<file path="src/rtl/convert8to32.sv">
// convert8to32: byte-to-word packer.
// Collects four consecutive bytes (little-endian, first byte in [7:0]) into a
// 32-bit word presented with a valid/ready handshake. A sticky overrun flag
// records any completed word dropped because the output was still occupied.
module convert8to32 (
  input  logic        clk,
  input  logic        reset,
  input  logic [7:0]  byte_in,
  input  logic        byte_valid,
  input  logic        sync,
  output logic [31:0] word_out,
  output logic        word_valid,
  input  logic        word_ready,
  output logic [1:0]  lane,
  output logic        overrun
);

  logic [23:0] shadow;

  logic [1:0]  lane_nxt;
  logic [23:0] shadow_nxt;
  logic [31:0] word_out_nxt;
  logic        word_valid_nxt;
  logic        overrun_nxt;

  logic        accept;
  logic        complete;
  logic        out_free;
  logic        pop;
  logic [31:0] candidate;

  // Handshake decode: a word completes on a lane-3 accept; the output
  // register is free when empty or being popped in the same cycle.
  always_comb begin
    accept    = byte_valid && !sync;
    complete  = accept && (lane == 2'd3);
    out_free  = !word_valid || word_ready;
    pop       = word_valid && word_ready;
    candidate = {byte_in, shadow};
  end

  // Next-state computation for lane, shadow, output word and flags.
  always_comb begin
    lane_nxt       = lane;
    shadow_nxt     = shadow;
    word_out_nxt   = word_out;
    word_valid_nxt = word_valid;
    overrun_nxt    = overrun;

    // Consume; a completion below may immediately refill the register.
    if (pop) begin
      word_valid_nxt = 1'b0;
    end

    if (sync) begin
      // Realign: the partial word is abandoned; a coincident byte opens lane 0.
      if (byte_valid) begin
        shadow_nxt[7:0] = byte_in;
        lane_nxt        = 2'd1;
      end else begin
        lane_nxt        = 2'd0;
      end
    end else if (accept) begin
      unique case (lane)
        2'd0: shadow_nxt[7:0]   = byte_in;
        2'd1: shadow_nxt[15:8]  = byte_in;
        2'd2: shadow_nxt[23:16] = byte_in;
        default: begin
          if (out_free) begin
            word_out_nxt   = candidate;
            word_valid_nxt = 1'b1;
          end else begin
            overrun_nxt    = 1'b1;
          end
        end
      endcase
      lane_nxt = lane + 2'd1;
    end

    if (complete && !out_free) begin
      // Dropped word leaves the occupied output untouched.
      word_out_nxt   = word_out;
      word_valid_nxt = word_valid;
    end
  end

  // State register with synchronous active-high reset.
  always_ff @(posedge clk) begin
    if (reset) begin
      lane       <= '0;
      shadow     <= '0;
      word_out   <= '0;
      word_valid <= 1'b0;
      overrun    <= 1'b0;
    end else begin
      lane       <= lane_nxt;
      shadow     <= shadow_nxt;
      word_out   <= word_out_nxt;
      word_valid <= word_valid_nxt;
      overrun    <= overrun_nxt;
    end
  end

endmodule

</file>
<file path="config.mk">
export PLATFORM = sky130hd
export DESIGN_NAME = convert8to32
export DESIGN_NICKNAME = d
export VERILOG_FILES = /design/src/rtl/convert8to32.sv
export SDC_FILE = /design/constraint.sdc
export NUM_CORES = 1
export LEC_CHECK = 0
export BUFFER_PORTS_ARGS = -buffer_cell sky130_fd_sc_hd__buf_2
export CELL_PAD_IN_SITES_DETAIL_PLACEMENT = 0
export CELL_PAD_IN_SITES_GLOBAL_PLACEMENT = 1
export CORE_MARGIN = 4
export CORE_UTILIZATION = 44
export CTS_BUF_LIST = sky130_fd_sc_hd__clkbuf_4 sky130_fd_sc_hd__clkbuf_8
export DETAILED_ROUTE_END_ITERATION = 8
export GPL_ROUTABILITY_DRIVEN = 0
export PLACE_DENSITY = 0.89
export REMOVE_ABC_BUFFERS = 1
export SLEW_MARGIN = 0
export SYNTH_ARGS = -nofsm -noshare
export SYNTH_HDL_FRONTEND = slang
export SYNTH_SLANG_ARGS = --single-unit
</file>
<file path="constraint.sdc">
create_clock -name clk -period 1.9 [get_ports clk]
set_clock_uncertainty 0.15 [all_clocks]
set_input_delay 0.19 -clock clk [delete_from_list [all_inputs] [get_ports clk]]
set_output_delay 0.19 -clock clk [all_outputs]
set_load 0.02 [all_outputs]
</file>
Yosys cells after proc, flatten, opt, wreduce, memory -nomap -nowiden
Index checks and enable logic that the tools add are counted.
{"block": "totals", "reg_bits": 60, "elab_cells": 45}
{"block": "classes", "n_addsub": 1, "n_eq_ne": 4, "mux": 12, "bitwise": 4, "reduce_logical": 17}
{"cell": "2-to-1 mux 8 bit", "count": 4}
{"cell": "AND reduction 3 bit", "count": 3}
{"cell": "2-to-1 mux 1 bit", "count": 6}
{"cell": "AND reduction 5 bit", "count": 1}
{"cell": "== test 2 bit, second input constant", "count": 2}
{"cell": "logical AND 1 bit", "count": 4}
{"cell": "2-to-1 mux 2 bit", "count": 2}
{"cell": "inverter 1 bit", "count": 4}
{"cell": "AND reduction 4 bit", "count": 1}
{"cell": "nonzero test 2 bit", "count": 2}
{"cell": "logical NOT 1 bit", "count": 3}
{"cell": "OR reduction 3 bit", "count": 1}
{"cell": "adder 2 x 1 -> 2 bit, second input constant", "count": 1}
{"cell": "== test 2 x 1 -> 1 bit, second input constant", "count": 1}
{"cell": "logical NOT 2 bit", "count": 1}
{"cell": "!= test 2 bit, second input constant", "count": 1}
{"cell": "logical OR 1 bit", "count": 1}

Logic depth before layout (Yosys ltp)
Gate-level depths: netlist (run 1).
{"block": "depth", "word_depth": 6, "depth_mapped": 6, "ltp_nobuf": 5}

Worst setup path after synthesis (run 1)
OpenSTA, ideal clock, no wires.
{"block": "synth_timing", "kind": "register to register", "from": "register lane[0]", "to": "register shadow[0]", "setup_ps": 128, "t_arrival_ps": 1427, "slack_ps": 195, "path_stages_with_launch": 6, "n_path_buf": 0, "period_less_slack_ps": 1705, "path_cell_list": "dfxtp_1 > inv_1 > ha_1 > o21ai_2 > mux2i_1 > nor2_1"}
{"block": "synth_via", "elab_chain_cells": 3}
{"item": "start: declaration", "line": "14", "text": "output logic [1:0] lane,"}
{"item": "start signal: assignment", "line": "96", "text": "lane <= lane_nxt;"}
{"item": "logical NOT 2 bit", "line": "64", "text": "unique case (lane)"}
{"item": "nonzero test 2 bit (no source line)"}
{"item": "AND reduction 3 bit (no source line)"}
{"item": "end signal: assignment", "line": "97", "text": "shadow <= shadow_nxt;"}
{"item": "end: declaration", "line": "18", "text": "logic [23:0] shadow;"}
No other way between the ends.
A chain may end at the register's enable or synchronous reset.

Final worst setup path (run 1)
{"block": "layout_timing", "from": "input port sync", "to": "register word_out[20]"}
{"block": "layout_via", "elab_chain_cells": 6}
{"item": "start: declaration", "line": "10", "text": "input logic sync,"}
{"item": "logical NOT 1 bit", "line": "35", "text": "accept = byte_valid && !sync;"}
{"item": "logical AND 1 bit", "line": "35"}
{"item": "logical AND 1 bit", "line": "36", "text": "complete = accept && (lane == 2'd3);"}
{"item": "logical AND 1 bit", "line": "80", "text": "if (complete && !out_free) begin"}
{"item": "inverter 1 bit (no source line)"}
{"item": "AND reduction 5 bit (no source line) *"}
{"item": "end signal: assignment", "line": "98", "text": "word_out <= word_out_nxt;"}
{"item": "end: declaration", "line": "11", "text": "output logic [31:0] word_out,"}
Mark *: on every way between the ends. The rest lies on a longest branch, timed or not.

==> flow_metrics.tcl, run 1 <==
set metrics [dict create \
    outcome "finished, final reports clean" \
    wirelength_um 4490 \
    rows 27 \
    yosys_warnings 0 \
    grt_max_degree 93 \
    ctsResizeCount 0 \
    core_um2 5540 \
    maxCapViolCount 0 \
    cts_tree "yes" \
    clk_pin_slew_ps 60 \
    numClockSinks 60 \
    end_kind "flip-flop" \
    max_clock_freq_mhz 650 \
    swShare_pct 21.3 \
    p_seq_share_pct 51.1 \
    fin_crit_sh_pct 81.0 \
    worst_pin_slew_ps 297 \
    setup_viol 0 \
    yosysSeqAreaShare_pct 47.3 \
    fillerInstances 504 \
    synth_compound_area_share_pct 1.33 \
    grt_usage_pct 14.0 \
    root_buffer "clkbuf_8" \
    start_util_pct 45.9 \
    antenna_found_initial 0 \
    leakage_nw 1.40 \
    final_hold_viol_count 0 \
    final_common_cell "nand2b_1" \
    critical_path_class "primary input to flip-flop" \
    drive_above_1_share_pct 25.3 \
    viasPerCell 4.67 \
    drcViolationCount 0 \
    ant_nets 0 \
    htreeDepth 3 \
    min_period_ps 1540 \
    io_pins 49 \
    grt_overflow 0 \
    final_cell_mix "nand2b_1, dfxtp_1, mux2i_1, buf_2, nor2_1" \
    relSlewSlack_pct 80.2 \
    p_per_area_nw_per_um2 808 \
    drv_slew 0 \
    dpl_cell_area_um2 2840 \
    area_growth_syn_to_layout_pct 22.5 \
    muxShareOfSynthArea_pct 22.5 \
    holdWs_ps 16.4 \
    synth_top_area_cell "dfxtp_1" \
    synth_top_family_by_area "multiplexers" \
    fin_ws_ps 362 \
    fp.dieH_um 84.0 \
    peakVddDrop_mv 0.486 \
    pre_cts_ws_ps 368 \
    syn_inst 241 \
    syn_avg_cell_area_um2 10.5 \
    tns_ps 0 \
    ys_ff_latch 60 \
    internal_power_w 0.00198 \
    pwr-share-comb_pct 6.1 \
    wl_per_cell_um 11.9 \
    diodes 0 \
    die_width_um 84.0 \
    synth.area.top_cells "dfxtp_1, mux2i_1, nand2b_1" \
    grt_first_pass_wirelength_um 7930 \
    die_area_um2 7060 \
    synth_top_area_share_pct 47.3 \
    cp_max_fo 11 \
    vias 1755 \
    initialDrtViolationCount 59 \
    synth_xor_area_share_pct 0 \
    io_buffers 48 \
    clockBufferDepth 2 \
    holdCritPathClass "primary input to flip-flop" \
    nets 316 \
    hpwl_um 2850 \
    cts_inserted_buffers 9 \
    fin_util_pct 56.2 \
    grt_setup_unrepaired "no" \
    post-route-cell-area_um2 3110 \
    dr.pass1.iters 4 \
    power_frac_clock_pct 42.8 \
    grt_pass1_vias 1699 \
    synth_simple_gate_area_share_pct 21.8 \
    arrival_ps 1640 \
    yosys.area_share.adder_pct 1.97 \
    syn_area_um2 2540 \
    critical_path.startpoint_type "primary input" \
    clk_latency_ps 320 \
    cp.required_ps 2000 \
    p_switching_w 0.000536 \
    ys_types 21 \
]
-- state kept, by name, indices dropped and copies added (netlist names) --
register and cells:
word_valid 1, word_out 32, shadow 24, overrun 1, lane 2
-- cell usage after synthesis, drive strengths merged --
cell	count
a21oi	2
or3	1
ha	4
o21ai	2
buf	9
inv	2
nor2b	1
dfxtp	60
nor2	25
mux2i	57
clkbuf	8
nor3	1
nand3b	3
nand2b	65
o21ba	1
-- power by group through the flow --
| stage | combinational [W] | sequential, W | clock [W] |
|---|---|---|---|
| 2_1_floorplan | 0.0000724 | 0.00131 | 0 |
| 3_3_place_gp | 0.000141 | 0.00131 | 0 |
| 3_5_place_dp | 0.000142 | 0.00131 | 0 |
| 4_1_cts | 0.000155 | 0.00129 | 0.00112 |
| 5_1_grt | 0.000170 | 0.00129 | 0.00118 |
| 6_report | 0.000153 | 0.00129 | 0.00108 |
-- cells by family (layout without fill, tap and decap cells) --
family,Yosys count,in the layout
simple gates,96,96
flops,60,60
compound gates,5,5
mux,57,57
buf+inv,19,82
fa+ha+maj,4,4
-- routing by layer --
layer / up-vias / global-route usage (%) / wire (um)
li1: 899 / - / -
met5: - / 0 / 0
met3: 7 / 4.74 / 210
met4: 0 / 7.89 / 88
met2: 33 / 20.6 / 2010
met1: 816 / 17.8 / 2180
-- worst max-delay path, stage by stage --
cell and delay [ps]:
dlygate4sd3_1 530, buf_2 160, nand3b_4 180, nor2b_4 150, buf_4 240, mux2i_1 200
-- what timing repair did --
item / 4_1_cts / 5_1_grt
hold buffers: 8 / 0
buffers inserted: 0 / 0
endpoints found under the setup margin: 0 / 0
endpoints found under the hold margin: 23 / 0
-- final timing paths --
path	slack, ps	from	cells after the start	endpoint
worst max-delay path	360	sync	6	word_out[20]
worst min-delay path	20	byte_in[3]	3	shadow[19]
worst max register to register	370	lane[1]	5	word_out[20]
worst min register to register	320	word_out[23]	2	word_out[23]
-- through the flow --
step           total power (W)  instances
2_1_floorplan          0.00139        224
3_3_place_gp           0.00145        352
3_5_place_dp           0.00146        352
4_1_cts                0.00256        376
5_1_grt                0.00264        376
6_report               0.00252        376
-- final cells by class --
type                       count  area [um^2]  area share (%)
multi-input combinational    162         1220            39.1
timing repair buffer          64          405            13.0
sequential                    60         1200            38.6
inverter                       2         7.51           0.241
clock inverter                 1         5.00           0.161
clock buffer                  15          188            6.03
tap                           72         90.1            2.89
(Power assumes the default switching activity.)
==> run 2, diff against run 1 <==
CORE_UTILIZATION = 40   (was 44)
PLACE_DENSITY = 0.86   (was 0.89)
clock period = 1.4 ns   (was 1.9 ns; I/O delays follow)
==> flow_metrics.tcl, run 2 (synthesis results as in run 1) <==
set metrics [dict create \
    outcome "finished with violations" \
    violations "setup timing" \
    final_common_cell "nand2b_1" \
    area_growth_syn_to_layout_pct 33.4 \
    ant_nets 0 \
    grt_pass1_vias 1787 \
    end_kind "flip-flop" \
    io_buffers 48 \
    largest_reg_flops 32 \
    reg2reg_to "shadow[12]" \
    relSlewSlack_pct 81.1 \
    hold_depth 3 \
    maxCapViolCount 0 \
    vias 1813 \
    reg2regPathDepth 6 \
    cp.required_ps 1460 \
    grt_overflow 0 \
    drive_above_1_share_pct 30.2 \
    clockBufferDepth 2 \
    cp_max_fo 5 \
    post-route-cell-area_um2 3390 \
    hpwl_um 3040 \
    critical_path.startpoint_type "flip-flop" \
    cts_inserted_buffers 9 \
    worst_pin_slew_ps 284 \
    critical_path_class "flip-flop to flip-flop" \
    fin_util_pct 56.3 \
    p_per_area_nw_per_um2 1010 \
    die_width_um 87.7 \
    start_util_pct 42.2 \
    rr_startpoint "lane[0]" \
    holdPathEnd "lane[0]" \
    drv_slew 0 \
    grt_max_degree 93 \
    pre_cts_ws_ps -111 \
    fin_crit_sh_pct 104 \
    internal_power_w 0.00270 \
    die_area_um2 7690 \
    numClockSinks 60 \
    pwr-share-comb_pct 6.9 \
    io_pins 49 \
    setup_viol 39 \
    diodes 0 \
    min_period_ps 1450 \
    core_um2 6030 \
    grt_setup_unrepaired "yes" \
    clk_pin_slew_ps 60 \
    rrSetupSlack_ps -50 \
    arrival_ps 1520 \
    wirelength_um 5020 \
    max_flop_register "word_out" \
    multi_input_area_um2 1250 \
    max_clock_freq_mhz 687 \
    fin_ws_ps -54.9 \
    dpl_cell_area_um2 2890 \
    power_frac_clock_pct 42.3 \
    final_cell_mix "nand2b_1, dfxtp_1, mux2i_1, buf_2, nor2_1" \
    antenna_found_initial 0 \
    grt_first_pass_wirelength_um 8380 \
    root_buffer "clkbuf_8" \
    fp.dieH_um 87.7 \
    clk_latency_ps 330 \
    hold_start "sync" \
    holdCritPathClass "primary input to flip-flop" \
    swShare_pct 21.3 \
    final-seq-area_um2 1210 \
    dr.pass1.iters 4 \
    grt_usage_pct 14.2 \
    fillerInstances 538 \
    cts_tree "yes" \
    wl_per_cell_um 12.8 \
    reg_top3 "word_out (32), shadow (24), lane (2)" \
    initialDrtViolationCount 67 \
    nets 331 \
    htreeDepth 3 \
    final_hold_viol_count 0 \
    p_seq_share_pct 50.9 \
    drcViolationCount 0 \
    p_switching_w 0.000730 \
    rows 28 \
    viasPerCell 4.61 \
    leakage_nw 1.49 \
    peakVddDrop_mv 0.551 \
]
==> run 2: power by group through the flow <==
stage / registers [W] / clock network, W / logic [W]
after global routing: 0.00175 / 0.00159 / 0.000260
after global placement: 0.00178 / 0 / 0.000198
final: 0.00175 / 0.00145 / 0.000235
after CTS: 0.00174 / 0.00150 / 0.000232
after floorplan: 0.00178 / 0 / 0.0000982
after detailed placement: 0.00178 / 0 / 0.000201
==> run 2: how the worst max path moves through the flow <==
stage,startpoint,end,slack (ps),cells past startpoint
2_1_floorplan,lane[1],word_out[0],-2010,4
3_3_place_gp,lane[1],word_out[21],-40,5
3_5_place_dp,lane[1],word_out[1],-110,5
4_1_cts,lane[0],word_out[6],-100,6
5_1_grt,lane[0],shadow[12],-130,6
6_report,lane[0],shadow[12],-50,6
==> run 2: what timing repair did <==
item                                   CTS  global route
setup buffers                            4             2
pin swaps                                1            10
gates cloned                             2             2
hold buffers                            12             0
gates resized for setup                 16             9
endpoints found under the hold margin   35             0
setup endpoints to repair               57            57
==> run 2: metrics by stage <==
| step | hold slack (ps) | total power (W) | std cells | TNS, ps |
|---|---|---|---|---|
| after CTS | 21.0 | 0.00348 | 391 | -2440 |
| after global placement | 252 | 0.00198 | 358 | -915 |
| final | 42.3 | 0.00343 | 393 | -594 |
| after detailed placement | 267 | 0.00198 | 358 | -3120 |
| after floorplan | 59.1 | 0.00188 | 224 | -70310 |
| after global routing | 41.8 | 0.00359 | 393 | -4870 |
==> run 2: final cells by class <==
cell class / instances / share of cell area (%)
Timing Repair Buffer: 79 / 18.9
Inverter: 2 / 0.221
Clock buffer: 14 / 5.50
Multi-Input combinational cell: 162 / 36.9
Tap cell: 75 / 2.77
Clock inverter: 1 / 0.148
Sequential cell: 60 / 35.6
==> run 2: metal layers <==
layer / up-vias / track usage [%] / part of all wire, %
li1: 936 / - / -
met1: 830 / 18.2 / 47
met2: 38 / 21.6 / 46
met3: 9 / 4.14 / 5.3
met4: 0 / 7.53 / 2.1
met5: - / 0 / 0
==> run 2: worst max-delay path, stage by stage (launching register included) <==
cell and delay, ps:
dfxtp_4 360, buf_6 120, ha_4 140, nand3b_1 140, buf_6 160, mux2i_2 200
nor2_1 60
